### config.mk
export PLATFORM = sky130hd
export DESIGN_NAME = hazard_fwd_unit
export DESIGN_NICKNAME = d
export VERILOG_FILES = /design/src/rtl/pipe_pkg.sv /design/src/rtl/hazard_match.sv /design/src/rtl/hazard_fwd_unit.sv
export SDC_FILE = /design/constraint.sdc
export NUM_CORES = 1
export LEC_CHECK = 0
export ABC_AREA = 1
export CAP_MARGIN = 20
export CORE_MARGIN = 2
export CORE_UTILIZATION = 50
export DETAILED_ROUTE_END_ITERATION = 10
export GPL_TIMING_DRIVEN = 1
export MAX_ROUTING_LAYER = met4
export PLACE_DENSITY = 0.81
export SLEW_MARGIN = 20
export SYNTH_ARGS = -nofsm -noshare
export SYNTH_HDL_FRONTEND = slang
export SYNTH_HIERARCHICAL = 1
export SYNTH_SLANG_ARGS = --single-unit
### constraint.sdc
create_clock -name clk -period 3.46 [get_ports clk]
set_input_delay 0.519 -clock clk [delete_from_list [all_inputs] [get_ports clk]]
set_output_delay 0.519 -clock clk [all_outputs]
set_load 0.02 [all_outputs]
### src/rtl/pipe_pkg.sv
// Shared pipeline definitions for the 5-stage IF/ID/EX/MEM/WB core.
//   fwd_sel_t      : EX operand source select driven by the hazard unit
//   shadow_entry_t : per-stage copy of an in-flight instruction's register usage
//   OP_*           : opcodes the decoder uses to classify loads, stores and branches
package pipe_pkg;

    // Register fields in the shadow entry are sized for the widest register
    // file supported. Narrower files are zero-extended into these fields.
    localparam int MAX_REG_AW = 8;

    typedef enum logic [1:0] {
        FWD_RF    = 2'd0,
        FWD_EXMEM = 2'd1,
        FWD_MEMWB = 2'd2
    } fwd_sel_t;

    typedef struct packed {
        logic                  valid;
        logic [MAX_REG_AW-1:0] rs;
        logic [MAX_REG_AW-1:0] rt;
        logic                  use_rs;
        logic                  use_rt;
        logic [MAX_REG_AW-1:0] dst;
        logic                  reg_write;
        logic                  is_load;
    } shadow_entry_t;

    localparam logic [5:0] OP_LW  = 6'h23;
    localparam logic [5:0] OP_SW  = 6'h2b;
    localparam logic [5:0] OP_BEQ = 6'h04;
    localparam logic [5:0] OP_BNE = 6'h05;

    // Turns an entry into a bubble. The payload is left as-is because every
    // consumer qualifies it with valid.
    function automatic shadow_entry_t drop_valid(input shadow_entry_t e);
        shadow_entry_t r;
        r       = e;
        r.valid = 1'b0;
        return r;
    endfunction

endpackage

### src/rtl/hazard_match.sv
// Single shadow entry versus single source register comparator.
// Ports:
//   valid_i, reg_write_i : entry holds a live instruction that writes a register
//   dst_i                : entry destination register
//   src_i, use_i         : consumer source register and whether it is read
//   match_o              : consumer depends on this entry's result
module hazard_match #(
    parameter int AW       = 8,
    parameter bit ZERO_REG = 1'b1
) (
    input  logic          valid_i,
    input  logic          reg_write_i,
    input  logic [AW-1:0] dst_i,
    input  logic [AW-1:0] src_i,
    input  logic          use_i,
    output logic          match_o
);

    logic zero_src;

    // With a hardwired-zero register, writes to $0 are discarded, so reading
    // $0 can never depend on an older instruction.
    assign zero_src = ZERO_REG && (src_i == '0);

    assign match_o = valid_i & reg_write_i & use_i & (dst_i == src_i) & ~zero_src;

endmodule

### src/rtl/hazard_fwd_unit.sv
// Hazard detection and forwarding controller for the 5-stage pipeline.
// Tracks a shadow copy of the instructions in EX, MEM and WB and derives
// operand forwarding, load-use / interlock stalls, taken-branch flushes and a
// global freeze while data memory is busy.
// Ports:
//   clk, rst                 : clock, synchronous active-high reset
//   id_valid                 : ID holds a real instruction
//   id_rs, id_rt             : ID source registers; id_use_rs/id_use_rt qualify them
//   id_dst, id_reg_write     : ID destination and write enable
//   id_is_load               : ID instruction is a load
//   br_taken                 : branch in MEM resolved taken
//   mem_busy                 : data memory not ready this cycle
//   pc_we, if_id_we          : PC and IF/ID load enables
//   flush_if_id              : bubble into IF/ID
//   id_ex_bubble             : bubble into ID/EX
//   flush_ex_mem             : bubble into EX/MEM
//   fwd_a, fwd_b             : EX operand selects (0 RF, 1 EX/MEM, 2 MEM/WB)
//   stall_cnt                : saturating count of cycles with pc_we low
module hazard_fwd_unit
    import pipe_pkg::*;
#(
    parameter int REG_AW   = 5,
    parameter bit FWD_EN   = 1'b1,
    parameter bit ZERO_REG = 1'b1,
    parameter int CNT_W    = 16
) (
    input  logic              clk,
    input  logic              rst,
    input  logic              id_valid,
    input  logic [REG_AW-1:0] id_rs,
    input  logic [REG_AW-1:0] id_rt,
    input  logic              id_use_rs,
    input  logic              id_use_rt,
    input  logic [REG_AW-1:0] id_dst,
    input  logic              id_reg_write,
    input  logic              id_is_load,
    input  logic              br_taken,
    input  logic              mem_busy,
    output logic              pc_we,
    output logic              if_id_we,
    output logic              flush_if_id,
    output logic              id_ex_bubble,
    output logic              flush_ex_mem,
    output logic [1:0]        fwd_a,
    output logic [1:0]        fwd_b,
    output logic [CNT_W-1:0]  stall_cnt
);

    shadow_entry_t s_ex_q, s_mem_q, s_wb_q;
    shadow_entry_t s_ex_d, s_mem_d, s_wb_d;
    shadow_entry_t id_entry;
    logic [CNT_W-1:0] cnt_q, cnt_d;

    // Entry index 0 = S_EX, 1 = S_MEM, 2 = S_WB; source index 0 = rs, 1 = rt.
    logic [2:0]            e_valid;
    logic [2:0]            e_rw;
    logic [MAX_REG_AW-1:0] e_dst [3];
    logic [MAX_REG_AW-1:0] id_src [2];
    logic [1:0]            id_use;
    logic [MAX_REG_AW-1:0] ex_src [2];
    logic [1:0]            ex_use;
    logic [5:0]            id_hit;   // bit e*2+s: entry e feeds ID source s
    logic [3:0]            ex_hit;   // bit (e-1)*2+s: MEM/WB entry feeds EX source s
    logic                  load_use;
    logic                  interlock;
    logic                  hazard;

    function automatic fwd_sel_t fwd_pick(input logic mem_hit, input logic wb_hit);
        // The younger producer in MEM holds the newest value of the register.
        if (mem_hit)     return FWD_EXMEM;
        else if (wb_hit) return FWD_MEMWB;
        else             return FWD_RF;
    endfunction

    function automatic logic [CNT_W-1:0] sat_inc(input logic [CNT_W-1:0] v);
        if (v == '1) return v;
        else         return v + CNT_W'(1);
    endfunction

    always_comb begin
        id_entry           = '0;
        id_entry.valid     = id_valid;
        id_entry.rs        = MAX_REG_AW'(id_rs);
        id_entry.rt        = MAX_REG_AW'(id_rt);
        id_entry.use_rs    = id_use_rs;
        id_entry.use_rt    = id_use_rt;
        id_entry.dst       = MAX_REG_AW'(id_dst);
        id_entry.reg_write = id_reg_write;
        id_entry.is_load   = id_is_load;
    end

    assign e_valid = {s_wb_q.valid, s_mem_q.valid, s_ex_q.valid};
    assign e_rw    = {s_wb_q.reg_write, s_mem_q.reg_write, s_ex_q.reg_write};
    assign e_dst[0] = s_ex_q.dst;
    assign e_dst[1] = s_mem_q.dst;
    assign e_dst[2] = s_wb_q.dst;

    assign id_src[0] = id_entry.rs;
    assign id_src[1] = id_entry.rt;
    assign id_use    = {id_valid & id_use_rt, id_valid & id_use_rs};

    // A bubble sitting in EX has no operands to forward.
    assign ex_src[0] = s_ex_q.rs;
    assign ex_src[1] = s_ex_q.rt;
    assign ex_use    = {s_ex_q.valid & s_ex_q.use_rt, s_ex_q.valid & s_ex_q.use_rs};

    for (genvar s = 0; s < 2; s++) begin : g_src
        for (genvar e = 0; e < 3; e++) begin : g_id
            hazard_match #(.AW(MAX_REG_AW), .ZERO_REG(ZERO_REG)) u_id_match (
                .valid_i     (e_valid[e]),
                .reg_write_i (e_rw[e]),
                .dst_i       (e_dst[e]),
                .src_i       (id_src[s]),
                .use_i       (id_use[s]),
                .match_o     (id_hit[e*2+s])
            );
        end
        for (genvar e = 1; e < 3; e++) begin : g_ex
            hazard_match #(.AW(MAX_REG_AW), .ZERO_REG(ZERO_REG)) u_ex_match (
                .valid_i     (e_valid[e]),
                .reg_write_i (e_rw[e]),
                .dst_i       (e_dst[e]),
                .src_i       (ex_src[s]),
                .use_i       (ex_use[s]),
                .match_o     (ex_hit[(e-1)*2+s])
            );
        end
    end

    assign load_use  = s_ex_q.is_load & (id_hit[0] | id_hit[1]);
    // Without forwarding the consumer waits until the producer has left WB,
    // since the register file does not pass a same-cycle write to the read.
    assign interlock = |id_hit;
    assign hazard    = FWD_EN ? load_use : interlock;

    always_comb begin
        pc_we        = 1'b1;
        if_id_we     = 1'b1;
        flush_if_id  = 1'b0;
        id_ex_bubble = 1'b0;
        flush_ex_mem = 1'b0;
        fwd_a        = FWD_RF;
        fwd_b        = FWD_RF;
        if (rst) begin
            pc_we        = 1'b0;
            if_id_we     = 1'b0;
            flush_if_id  = 1'b1;
            id_ex_bubble = 1'b1;
            flush_ex_mem = 1'b1;
        end else if (mem_busy) begin
            pc_we    = 1'b0;
            if_id_we = 1'b0;
        end else if (br_taken) begin
            // Flush wins over a coincident stall so the branch target loads.
            flush_if_id  = 1'b1;
            id_ex_bubble = 1'b1;
            flush_ex_mem = 1'b1;
        end else if (hazard) begin
            pc_we        = 1'b0;
            if_id_we     = 1'b0;
            id_ex_bubble = 1'b1;
        end
        if (!rst && FWD_EN) begin
            fwd_a = fwd_pick(ex_hit[0], ex_hit[2]);
            fwd_b = fwd_pick(ex_hit[1], ex_hit[3]);
        end
    end

    always_comb begin
        s_ex_d  = s_ex_q;
        s_mem_d = s_mem_q;
        s_wb_d  = s_wb_q;
        if (!mem_busy) begin
            s_wb_d = s_mem_q;
            if (br_taken) begin
                s_mem_d = drop_valid(s_ex_q);
                s_ex_d  = drop_valid(id_entry);
            end else begin
                s_mem_d = s_ex_q;
                s_ex_d  = hazard ? drop_valid(id_entry) : id_entry;
            end
        end
        cnt_d = pc_we ? cnt_q : sat_inc(cnt_q);
    end

    // ---- shadow EX/MEM/WB registers and stall counter ----
    always_ff @(posedge clk) begin
        if (rst) begin
            s_ex_q.valid  <= 1'b0;
            s_mem_q.valid <= 1'b0;
            s_wb_q.valid  <= 1'b0;
            cnt_q         <= '0;
        end else begin
            s_ex_q  <= s_ex_d;
            s_mem_q <= s_mem_d;
            s_wb_q  <= s_wb_d;
            cnt_q   <= cnt_d;
        end
    end

    assign stall_cnt = cnt_q;

endmodule

==> results.md, run 1 <==
- The run finished with clean final reports.
- Counting every instance in the synthesized netlist gives 430.
- The maximum ir drop on the vdd rail is between 0.2 and 0.25 mV.
- The netlist uses 27 different library cells.
- In this run the cell area of the synthesized design comes to between 3000 and 4000 µm².
- The combinational family with the most area after synthesis is simple AND/OR/NAND/NOR gates.
- The largest driver fanout on the critical path is 3.
- The number of global-route vias before repair is 2666.
- STA puts the critical path data required time at 2.94 ns.
- The layout cell share with drive strength beyond 1 is 4.745%.
- The count of instances resized after the clock tree is built is 0.
- The synthesized netlist devotes between 10% and 20% of its cell area to XOR and XNOR gates.
- After synthesis, the cell types taking the most area are sky130_fd_sc_hd__edfxtp_1 (30%), sky130_fd_sc_hd__nand2_1 (15%), sky130_fd_sc_hd__dfxtp_1 (12%).
- The H-tree generated during clock tree synthesis spans 2 levels.
- The share of the Yosys chip area taken by registers is a little over two fifths.
- The number of vias per cell is between 4 and 5.
- The setup slack at placement is about 0.42 ns.
- The startpoint of the tightest hold check path is e_rw[1].
- The cell depth of the worst hold path is 0.
- The routed length per instance is roughly 11 µm.
- From synthesis to final layout, the design area changed by 28.88%.
- The CTS buffer count is 5.
- The clock period minus worst slack is about 3.0 ns.
- The count of TritonRoute iterations in the first routing pass is 4.
- The average footprint of a synthesized cell is ~7.2 µm².
- The total of flip-flops plus latches after synthesis is 50.
- For hold timing, the worst endpoint is e_rw[2].
- The I/O pin count is 49.
- The worst path meets setup with 0.4148 ns of slack.
- The clock network latency to the later pin of the worst-skew pair is slightly above 0.3 ns.
- The number of cells on the worst reg-to-reg path is 14.
- The max-slew violation count is 0.
- The worst pin sits at a relative slew slack of 61.27%.
- The final layout contains 572 nets.
- The detailed-route DRC error count is 0.
- The worst-case register-to-register setup slack is 1.28 ns.
- Setup repair after global routing left no endpoint under its margin.
- The die is 82.60 µm tall.
- The number of hold buffers added after CTS is 0.
- Setup violations remaining at the end of the flow were counted as 0.
- Summing the areas of all fa, ha and maj instances in the mapped netlist gives less than 1% of the synthesized area.
- The first global-routing pass estimated ~11000 µm of wire.
- The final antenna-violating net count is 0.
- At the end of routability-driven placement, the weighted congestion stood at between 0.8 and 0.9.
- The HPWL after detailed placement is ~5200 µm.
- In this run the core area contains 28 standard-cell rows.
- The full die area is slightly below 7000 µm².
- The total inserted antenna cells is 0.
- The class of the most critical setup path is in -> out.
- The worst register-to-register path ends at stall_cnt[15].
- The startpoint type of the worst setup path is an input pin.
- The die span in x is about 83 µm.
- The share of the synthesized area in the top cell type is between 30% and 40%.
- The number of max-cap violations is 0.
- For this run, the number of Yosys warnings is 6.
- Clock skew on the completed layout was measured at approximately 0.0036 ns.
- Across all layers, the routed design uses between 2k and 3k vias.
- Summed over all layers, the routed wires come to 6565 µm.
- During placement, the flow inserted port buffers numbering 48.
- The initial DRC count is approximately 160.
- The residual overflow from global routing is 0.
- Based on the critical path, the design can be clocked at up to roughly 330 MHz.
- The synthesized netlist devotes ~33% of its cell area to simple gates.
- Summing the areas of all compound-gate instances in the mapped netlist gives 4.374% of the synthesized area.
- Of all cell types, the one taking the most synthesized area is sky130_fd_sc_hd__edfxtp_1.
- The number of antenna violations at the first check in global routing is 0.
- The number of standard cells in the layout, taps in and fillers out is between 600 and 700.
- The startpoint of the worst register-to-register path is e_dst[16].
- Fill cells in the final layout number 510.
- The placeable core region is 5956 µm².
- The final-layout setup total negative slack is 0 ns.
- The leakage dissipation is roughly 1.7 nW.
- The clock sink count is 50.
- The endpoint type of the worst setup path is an output port.
- After detailed placement, the design holds a cell count of between 600 and 700.
- The maximum buffer depth of the clock tree is 2.
- TritonCTS built the clock tree.
- Power spread over the standard cell area amounts to just over 300 nW/µm².
- The fraction of the cycle the final worst path needs is 88.01%.
- The effective utilization at floorplan is ~52%.
- The tightest min-delay check is of the reg -> reg type.
- The portion of synthesized area spent on multiplexers is 0%.
- The clock edge transition at the registers on the reported setup and hold paths is roughly 0.090 ns.
- The count of final hold-check violations is 0.
- The transition time at the pin with the least slew margin is approximately 0.58 ns.
- Post-CTS timing repair inserted 0 buffers for setup.
- Global routing used 22.18% of the available tracks across all layers.
- The root cell of the clock tree is sky130_fd_sc_hd__clkbuf_8.
- STA puts the critical path data arrival time at roughly 2.5 ns.
- The final design utilization is between 60 and 70%.
- The pin count of the biggest net entering global routing is 32.
-- metrics by stage --
step           instance area (µm²)  hold slack [ns]  total power (W)
2_1_floorplan                 3333           0.4497        0.0008116
3_3_place_gp                  3891           0.4662        0.0008768
3_5_place_dp                  3891           0.4858        0.0008831
4_1_cts                       3981           0.5077         0.001221
5_1_grt                       3981           0.5177         0.001283
6_report                      3981           0.5108         0.001218
-- flip-flops by register name (all words and copies together) (netlist names) --
name       count
e_dst         15
e_valid        3
e_rw           3
s_ex_q         3
ex_src        10
stall_cnt     16
-- worst max path at each step --
| stage | startpoint | end | slack, ns | depth (start not counted) |
|---|---|---|---|---|
| 2_1_floorplan | mem_busy | pc_we | 1.0 | 4 |
| 3_3_place_gp | id_valid | id_ex_bubble | 0.43 | 16 |
| 3_5_place_dp | id_valid | id_ex_bubble | 0.42 | 16 |
| 4_1_cts | id_valid | id_ex_bubble | 0.42 | 16 |
| 5_1_grt | id_valid | id_ex_bubble | 0.14 | 16 |
| 6_report | id_valid | id_ex_bubble | 0.41 | 16 |
-- kinds of logic after synthesis --
family | Yosys count
fa+ha+maj | 1
compound gates | 21
simple gates | 251
other cells | 1
buf+inv | 69
xor+xnor | 37
flops | 50
-- report_power, final --
part           switching (W)  total, W  internal (W)  leakage [nW]
Sequential         0.0000297  0.000691      0.000661         0.445
Combinational       0.000101  0.000184     0.0000833          1.24
Clock               0.000202  0.000344      0.000142        0.0403
-- metal layers --
metal | track usage (%) | up-vias | wire (µm)
met5 | - | - | 0
met4 | 6.885 | 0 | 123
met3 | 3.478 | 12 | 308
met2 | 36.85 | 62 | 3162
met1 | 27.96 | 1228 | 2971
li1 | - | 1491 | -
-- cell usage after synthesis --
cell,number
sky130_fd_sc_hd__edfxtp_1,31
sky130_fd_sc_hd__xor2_1,21
sky130_fd_sc_hd__a21oi_2,6
sky130_fd_sc_hd__inv_1,61
sky130_fd_sc_hd__nor3_1,1
sky130_fd_sc_hd__o21ai_2,1
sky130_fd_sc_hd__nor2_1,89
sky130_fd_sc_hd__buf_6,1
sky130_fd_sc_hd__clkbuf_1,2
sky130_fd_sc_hd__a31oi_1,1
sky130_fd_sc_hd__a21oi_1,7
sky130_fd_sc_hd__nand2_1,122
sky130_fd_sc_hd__nand2_4,1
sky130_fd_sc_hd__inv_2,2
sky130_fd_sc_hd__o21ai_0,5
sky130_fd_sc_hd__dfxtp_1,19
sky130_fd_sc_hd__xnor2_1,16
sky130_fd_sc_hd__o21bai_1,1
sky130_fd_sc_hd__buf_4,2
sky130_fd_sc_hd__nand2_2,1
sky130_fd_sc_hd__nor2_4,2
sky130_fd_sc_hd__ha_1,1
sky130_fd_sc_hd__nand4_1,10
sky130_fd_sc_hd__nand3_1,23
sky130_fd_sc_hd__conb_1,1
sky130_fd_sc_hd__nor2_2,2
sky130_fd_sc_hd__buf_2,1
-- worst max-delay path, stage by stage --
cell	delay, ns
sky130_fd_sc_hd__clkdlybuf4s50_1	0.52
sky130_fd_sc_hd__nand2_1	0.06
sky130_fd_sc_hd__inv_1	0.05
sky130_fd_sc_hd__inv_1	0.03
sky130_fd_sc_hd__nor2_1	0.09
sky130_fd_sc_hd__nand2_1	0.05
sky130_fd_sc_hd__nor2_1	0.08
sky130_fd_sc_hd__nand3_1	0.06
sky130_fd_sc_hd__nor2_1	0.08
sky130_fd_sc_hd__inv_1	0.05
sky130_fd_sc_hd__nand2_1	0.06
sky130_fd_sc_hd__nand2_1	0.07
sky130_fd_sc_hd__nand2_1	0.06
sky130_fd_sc_hd__nand2_1	0.04
sky130_fd_sc_hd__nand2_1	0.09
sky130_fd_sc_hd__clkdlybuf4s50_1	0.61
-- cells in the final DEF (no fill, tap or decap), types with 2 or more instances in the layout --
cell and instances:
sky130_fd_sc_hd__edfxtp_1 31, sky130_fd_sc_hd__a21oi_1 7, sky130_fd_sc_hd__buf_4 3, sky130_fd_sc_hd__nor2_4 2, sky130_fd_sc_hd__clkdlybuf4s50_1 48, sky130_fd_sc_hd__xor2_1 21
sky130_fd_sc_hd__nor2_2 2, sky130_fd_sc_hd__clkbuf_8 5, sky130_fd_sc_hd__conb_1 66, sky130_fd_sc_hd__nand4_1 10, sky130_fd_sc_hd__nor2_1 89, sky130_fd_sc_hd__inv_2 2
sky130_fd_sc_hd__dfxtp_1 19, sky130_fd_sc_hd__o21ai_0 5, sky130_fd_sc_hd__a21oi_2 6, sky130_fd_sc_hd__nand3_1 23, sky130_fd_sc_hd__inv_1 61, sky130_fd_sc_hd__xnor2_1 16
sky130_fd_sc_hd__nand2_1 122
-- layout make-up --
cell class	count	area, µm²	area share (%)
Clock buffer	5	68.82	1.728
Timing Repair Buffer	51	503.0	12.63
Sequential cell	50	1311	32.94
Inverter	63	236.5	5.940
Multi-Input combinational cell	376	1747	43.87
Tap cell	75	93.84	2.357
Clock inverter	3	21.27	0.5343
No activity file was read; power rests on OpenSTA's default activity.
==> run 2: changes to the inputs <==
--- a/config.mk
+++ b/config.mk
@@ -6,7 +6,6 @@
 export NUM_CORES = 1
 export LEC_CHECK = 0
 export ABC_AREA = 1
-export CAP_MARGIN = 20
 export CORE_MARGIN = 2
 export CORE_UTILIZATION = 50
 export DETAILED_ROUTE_END_ITERATION = 10
==> constraint.sdc (replaced) <==
create_clock -name clk -period 3.4 [get_ports clk]
set_input_delay 0.51 -clock clk [delete_from_list [all_inputs] [get_ports clk]]
set_output_delay 0.51 -clock clk [all_outputs]
set_load 0.02 [all_outputs]
==> results.md, run 2 (same netlist as run 1, synthesis figures left out) <==
- The worst setup path is launched from an input pin.
- Of the available clock period, the critical path in the final layout requires roughly nine tenths.
- Setup repair after global routing left no endpoint under its margin.
- The net count of the finished layout is 572 (unchanged).
- Leaving out fill and tap cells, the most frequent cells in the layout are sky130_fd_sc_hd__nand2_1 (122), sky130_fd_sc_hd__nor2_1 (89), sky130_fd_sc_hd__conb_1 (66).
- The routed wire length is 6613 µm (+0.73%).
- The I/O pin count is 49 (unchanged).
- The number of antenna violations at the first check in global routing came to 0 (unchanged).
- The headroom to the max-slew limit is 63.30% (+2.0 points).
- The CTS buffer count is 5 (unchanged).
- The full die area is 6823 µm² (unchanged).
- The first-pass GRT wire length is 11200 µm (-0.92%).
- The largest driver fanout on the critical path is 3 (unchanged).
- The number of standard cells in the layout, taps in and fillers out came to 623 (unchanged).
- The arrival time reported for the critical path endpoint is 2.57 ns (+0.04 ns).
- The clock sink count is 50 (unchanged).
- The clock edge transition at the registers on the reported setup and hold paths came to 0.09 ns (about the same).
- The number of vias per cell was 4.501 (+0.39%).
- The detailed-route DRC error count was 0 (unchanged).
- The flow ran to the end, and the final reports show no timing, DRC or antenna violations.
- The effective utilization at floorplan is 51.87% (unchanged).
- The global placer's final weighted congestion is 0.8527 (-0.22%).
- The pin count of the biggest net entering global routing is 32 (unchanged).
- The highest achievable clock rate is between 300 and 400 MHz.
- The routed length per instance is 10.61 µm (+0.73%).
- The max-slew violation count is 0 (unchanged).
- The number of max-cap violations is 0 (unchanged).
- The layout cell share with drive strength beyond 1 was 4.745% (unchanged).
- The clock skew after layout is 0.006962 ns (+0.003362 ns).
- The clock network latency to the later pin of the worst-skew pair is 0.31 ns (about the same).
- The number of flip-flops under the largest register name is 16 (unchanged).
- The total inserted antenna cells is 0 (unchanged).
- The die height came to 82.60 µm (unchanged).
- The number of cells in the design after placement is 615 (unchanged).
- The worst hold slack is 0.5028 ns (-0.008036 ns).
- The total power draw is 0.001320 W (+8.3%).
- The final-layout setup total negative slack is 0 ns (unchanged).
- The transition time at the pin with the least slew margin was 0.5499 ns (-0.03039 ns).
- The final cell area excluding filler cells is 4004 µm² (+0.57%).
- From synthesis to final layout, the design area changed by 29.61%.
- The H-tree depth was 2 (unchanged).
- The clock period minus worst slack is about 3 ns.
- The final antenna-violating net count is 0 (unchanged).
- The count of instances resized after the clock tree is built is 0 (unchanged).
- The setup violation total in the final timing report is 0 (unchanged).
- The initial DRC count is 110 (-29%).
- Traced cell by cell, the critical path runs through clkdlybuf4s50_1 > nand2_1 > inv_1 > inv_1 > nor2_1 > nand2_1 > nor2_1 > nand3_1 > nor2_1 > inv_1 > nand2_1 > nand2_1 > nand2_1 > nand2_1 > nand2_1 > clkdlybuf4s50_1.
- The maximum ir drop on the vdd rail is 0.3112 mV (+39%).
- The total power density per cell area is 329.6 nW/µm² (+7.7%).
- The worst endpoint required time is 2.89 ns (-0.05 ns).
- The number of I/O port buffers was 48 (unchanged).
- The delay of the slowest cell on the worst path is 0.61 ns (about the same).
- The die span in x is 82.60 µm (unchanged).
- The class of the most critical setup path is in -> out.
- The number of global-route vias before repair is 2623 (-1.6%).
- The count of TritonRoute iterations in the first routing pass came to 4 (unchanged).
- The placeable core region was 5956 µm² (unchanged).
- The number of buffers inserted to repair setup after CTS is 0 (unchanged).
- The half-perimeter wire length after detailed placement is 5225 µm (-0.18%).
- The overall routing resource usage is 21.81% (-0.38 points).
- The type of the most critical hold path is reg -> reg.
- The count of final hold-check violations is 0 (unchanged).
- The maximum buffer depth of the clock tree is 2 (unchanged).
- The residual overflow from global routing came to 0 (unchanged).
- The number of standard-cell rows in the floorplan is 28 (unchanged).
- Leaving out fill and tap cells, the most frequent cell in the layout is sky130_fd_sc_hd__nand2_1.
- The endpoint type of the worst setup path is an output port.
- The number of hold buffers added after CTS was 0 (unchanged).
- The clock tree from TritonCTS is built.
- The tree is rooted in a sky130_fd_sc_hd__clkbuf_8.
- The leakage dissipation is 1.744 nW (+0.83%).
- The cell at the slowest stage of the critical path is sky130_fd_sc_hd__clkdlybuf4s50_1.
- The cell repeated most along the worst path is sky130_fd_sc_hd__nand2_1.
- The area after detailed placement came to 3891 µm² (unchanged).
- The via count is 2804 (+0.39%).
run 2: path summary, 6_finish.rpt:
check | startpoint | to | slack [ns] | cells after the start
setup / recovery | id_valid | id_ex_bubble | 0.32 | 16
hold / removal | e_rw[0] | e_rw[1] | 0.50 | 0
setup reg to reg | e_dst[17] | stall_cnt[15] | 1.23 | 13
hold reg to reg | e_rw[0] | e_rw[1] | 0.50 | 0
run 2: worst max-delay path, delay by kind of cell:
| kind | cells | cell delay (ns) |
|---|---|---|
| buf+inv | 5 | 1.25 |
| simple gates | 11 | 0.80 |
run 2: report_power, final:
part,internal (W),leakage (nW),switching (W)
logic,0.0000847,1.24,0.000101
registers,0.000673,0.445,0.0000299
clock network,0.000220,0.0547,0.000211
run 2: area by class of cell:
class,instances,area (µm²)
clock buffer,5,68.82
clock inverter,3,43.79
fill,551,1952
inverter,63,236.5
multi-input combinational,376,1747
sequential,50,1311
tap,75,93.84
timing repair buffer,51,503.0
run 2: through the flow:
stage | utilization, % | setup slack [ns]
final | 67.23 | 0.3183
after global routing | 67.23 | 0.07713
after CTS | 67.23 | 0.3537
after detailed placement | 65.34 | 0.3574
after global placement | 65.34 | 0.3888
after floorplan | - | 0.9560
run 2: layer usage:
layer | track usage [%] | vias up | routed length, µm
met3 | 3.696 | 11 | 254
met2 | 35.32 | 49 | 3176
met5 | - | - | 0
met4 | 5.574 | 0 | 101
li1 | - | 1489 | -
met1 | 28.57 | 1255 | 3080
==> run 3: changes to the inputs <==
--- a/config.mk
+++ b/config.mk
@@ -17,3 +17,4 @@
 export SYNTH_HDL_FRONTEND = slang
 export SYNTH_HIERARCHICAL = 1
 export SYNTH_SLANG_ARGS = --single-unit
+export TNS_END_PERCENT = 5
==> results of run 3 <==
Final layout, timing and power as in run 2 (identical DEF).
==> patch: new RTL, config.mk and constraints of run 3 <==
Change the package constant `MAX_REG_AW` from 8 to 9.
--- a/src/rtl/pipe_pkg.sv
+++ b/src/rtl/pipe_pkg.sv
@@ -8,3 +8,3 @@
     // file supported. Narrower files are zero-extended into these fields.
-    localparam int MAX_REG_AW = 8;
+    localparam int MAX_REG_AW = 9;
 
Formal check against the unedited RTL: no difference found for any inputs over 4 cycles, from zero or initial values and one cycle with rst high; that may be too few to reach the edited logic, so the function may still have changed.
==> patch against run 3 <==
Die area rose by 9.0%; area after synthesis rose by 9.5%; sequential power barely moved; global-route usage rose by 0.74 points; count of clock-buffer cells in the layout rose by 1; total power fell by 6.1%; setup slack improved by 64 ps; wire length rose by 10%; final cell count rose by 26%; core utilization rose by 1.6 points; cell area rose by 11%; first-iteration DRC count rose by 61%; clock skew barely moved; sequential cell count did not move; critical endpoint unchanged.
==> patch: results (changes against run 3) <==
Status
  – Run status: finished clean (unchanged)

Global route
  – Pin count of the biggest net entering global routing: 32 (unchanged)
  – First-pass GRT wire length: 13.2 mm (was 11.2 mm)
  – Global-route usage over all layers: 22.5% (was 21.8%)
  – Antenna violations before repair: 0 (unchanged)
  – Vias in the first global route: 3190 (was 2623)

Synthesis
  – Ys async rst share: 0% (unchanged)
  – Post-synth EDFFs: 31 (unchanged)
  – Synth Instances: 544 (was 430)
  – Post-synthesis sequential area ratio: 38.8% (was 42.4%)
  – Syn. warnings: 6 (unchanged)
  – Synth area leaders: edfxtp_1 (28%), nand2_1 (20%), nor2_1 (14%) (was edfxtp_1 (30%), nand2_1 (15%), dfxtp_1 (12%))
  – Post-synth top cells: nand2_1 (176), nor2_1 (125), inv_1 (97) (was nand2_1 (122), nor2_1 (89), inv_1 (61))
  – Cell variety after synth: 28 (was 27)

Placed design
  – Detailed Place HPWL: 5.96 mm (was 5.22 mm)
  – Dpl cell area: 0.00437 sq mm (was 0.00389 sq mm)
  – GPL Wtd Cong: 0.864 (was 0.853)
  – Placed insts: 779 (was 615)
  – Worst slack, placed: 415 ps (was 357 ps)

Clock network
  – H-tree levels: 2 (unchanged)
  – Num CTS Buffers: 5 (unchanged)
  – Post-cts sizing count: 0 (unchanged)
  – Cell at the root of the clock tree: clkbuf_8 (unchanged)

Worst setup path
  – Slowest stage delay, CP: 600 ps
  – Slowest CP cell: clkdlybuf4s50_1 (unchanged)
  – Worst EP arrival: 2510 ps (was 2570 ps)

Final layout
  – Share of cells above drive strength 1: 3.38% (was 4.74%)
  – Nets: 734 (was 572)
  – Largest register FFs: 16 (unchanged)

Routing
  – DR vias/cell: 4.35 (was 4.50)
  – Total Routed Length: 7.30 mm (was 6.61 mm)
  – Post-detailed-route wirelength per cell: 9.28 um (was 10.6 um)
  – TritonRoute pass-1 iters: 5 (was 4)
  – DRT iter0 DRCs: 177 (was 110)

Power and ir drop
  – Leakage: 2.18 nW (was 1.74 nW)
  – VDD IR max: 0.000227 V (was 0.000311 V)

STA
  – Clock skew: 6.82 ps (was 6.96 ps)
  – Post-route setup TNS: 0 ps (unchanged)
  – Slew margin rel.: 64.5% (was 63.3%)
==> patch: changes by cell type after synthesis <==
| cell | delta |
|---|---|
| nand2_1 | +54 |
| inv_1 | +36 |
| nor2_1 | +36 |
| nor3_1 | +6 |
| o21ai_1 | +12 |
| nand3_1 | +6 |
| xor2_1 | -18 |
| nand4_1 | -6 |
| xnor2_1 | -12 |
==> patch: layer usage <==
layer | global-route usage, % | share of wire, % | vias up
li1 | - | - | 1856
met2 | 38.2 | 47 | 81
met1 | 29.0 | 46 | 1478
met5 | - | 0 | -
met3 | 2.95 | 5.4 | 6
met4 | 5.26 | 0.97 | 0
==> patch: area by class of cell <==
class	count	area (sq um)
tap	77	96.3
sequential	50	1310
fill	597	2010
clock buffer	6	72.6
multi-input combinational	502	2080
timing repair buffer	51	503
clock inverter	2	8.76
inverter	99	372
==> patch: logic make-up (layout without fill, tap and decap cells) <==
logic type	Yosys count	in the layout	synth area share, %
AO/OA/AOI/OAI	33	33	5.77
XOR/XNOR	7	7	1.81
adder cells (fa/ha/maj)	1	1	0.370
buffers and inverters	105	158	12.1
flip-flops	50	50	38.8
other	1	114	0.111
AND/OR/NAND/NOR	347	347	41.0
==> patch: worst paths after layout <==
kind | startpoint | to | slack, ps | cells past startpoint
worst min-delay path | e_rw[1]$_DFFE_PP_ | e_rw[2]$_DFFE_PP_ | 490 | 0
worst max register to register | e_dst[18]$_DFFE_PP_ | stall_cnt[15]$_SDFFE_PP0P_ | 1250 | 15
worst min register to register | e_rw[1]$_DFFE_PP_ | e_rw[2]$_DFFE_PP_ | 490 | 0
worst max-delay path | id_rs[1] | id_ex_bubble | 380 | 14
==> patch: report_power, final <==
| part | leakage (nW) | switching, mW | internal, mW | total [mW] |
|---|---|---|---|---|
| Combinational | 1.69 | 0.121 | 0.0869 | 0.208 |
| Sequential | 0.445 | 0.0305 | 0.673 | 0.703 |
| Clock | 0.0388 | 0.188 | 0.141 | 0.329 |
| Total | 2.18 | 0.339 | 0.901 | 1.24 |
==> patch: worst max-delay path: cells and delay by family <==
family                 cells  cell delay (ps)
AND/OR/NAND/NOR           10              720
buffers and inverters      4             1270
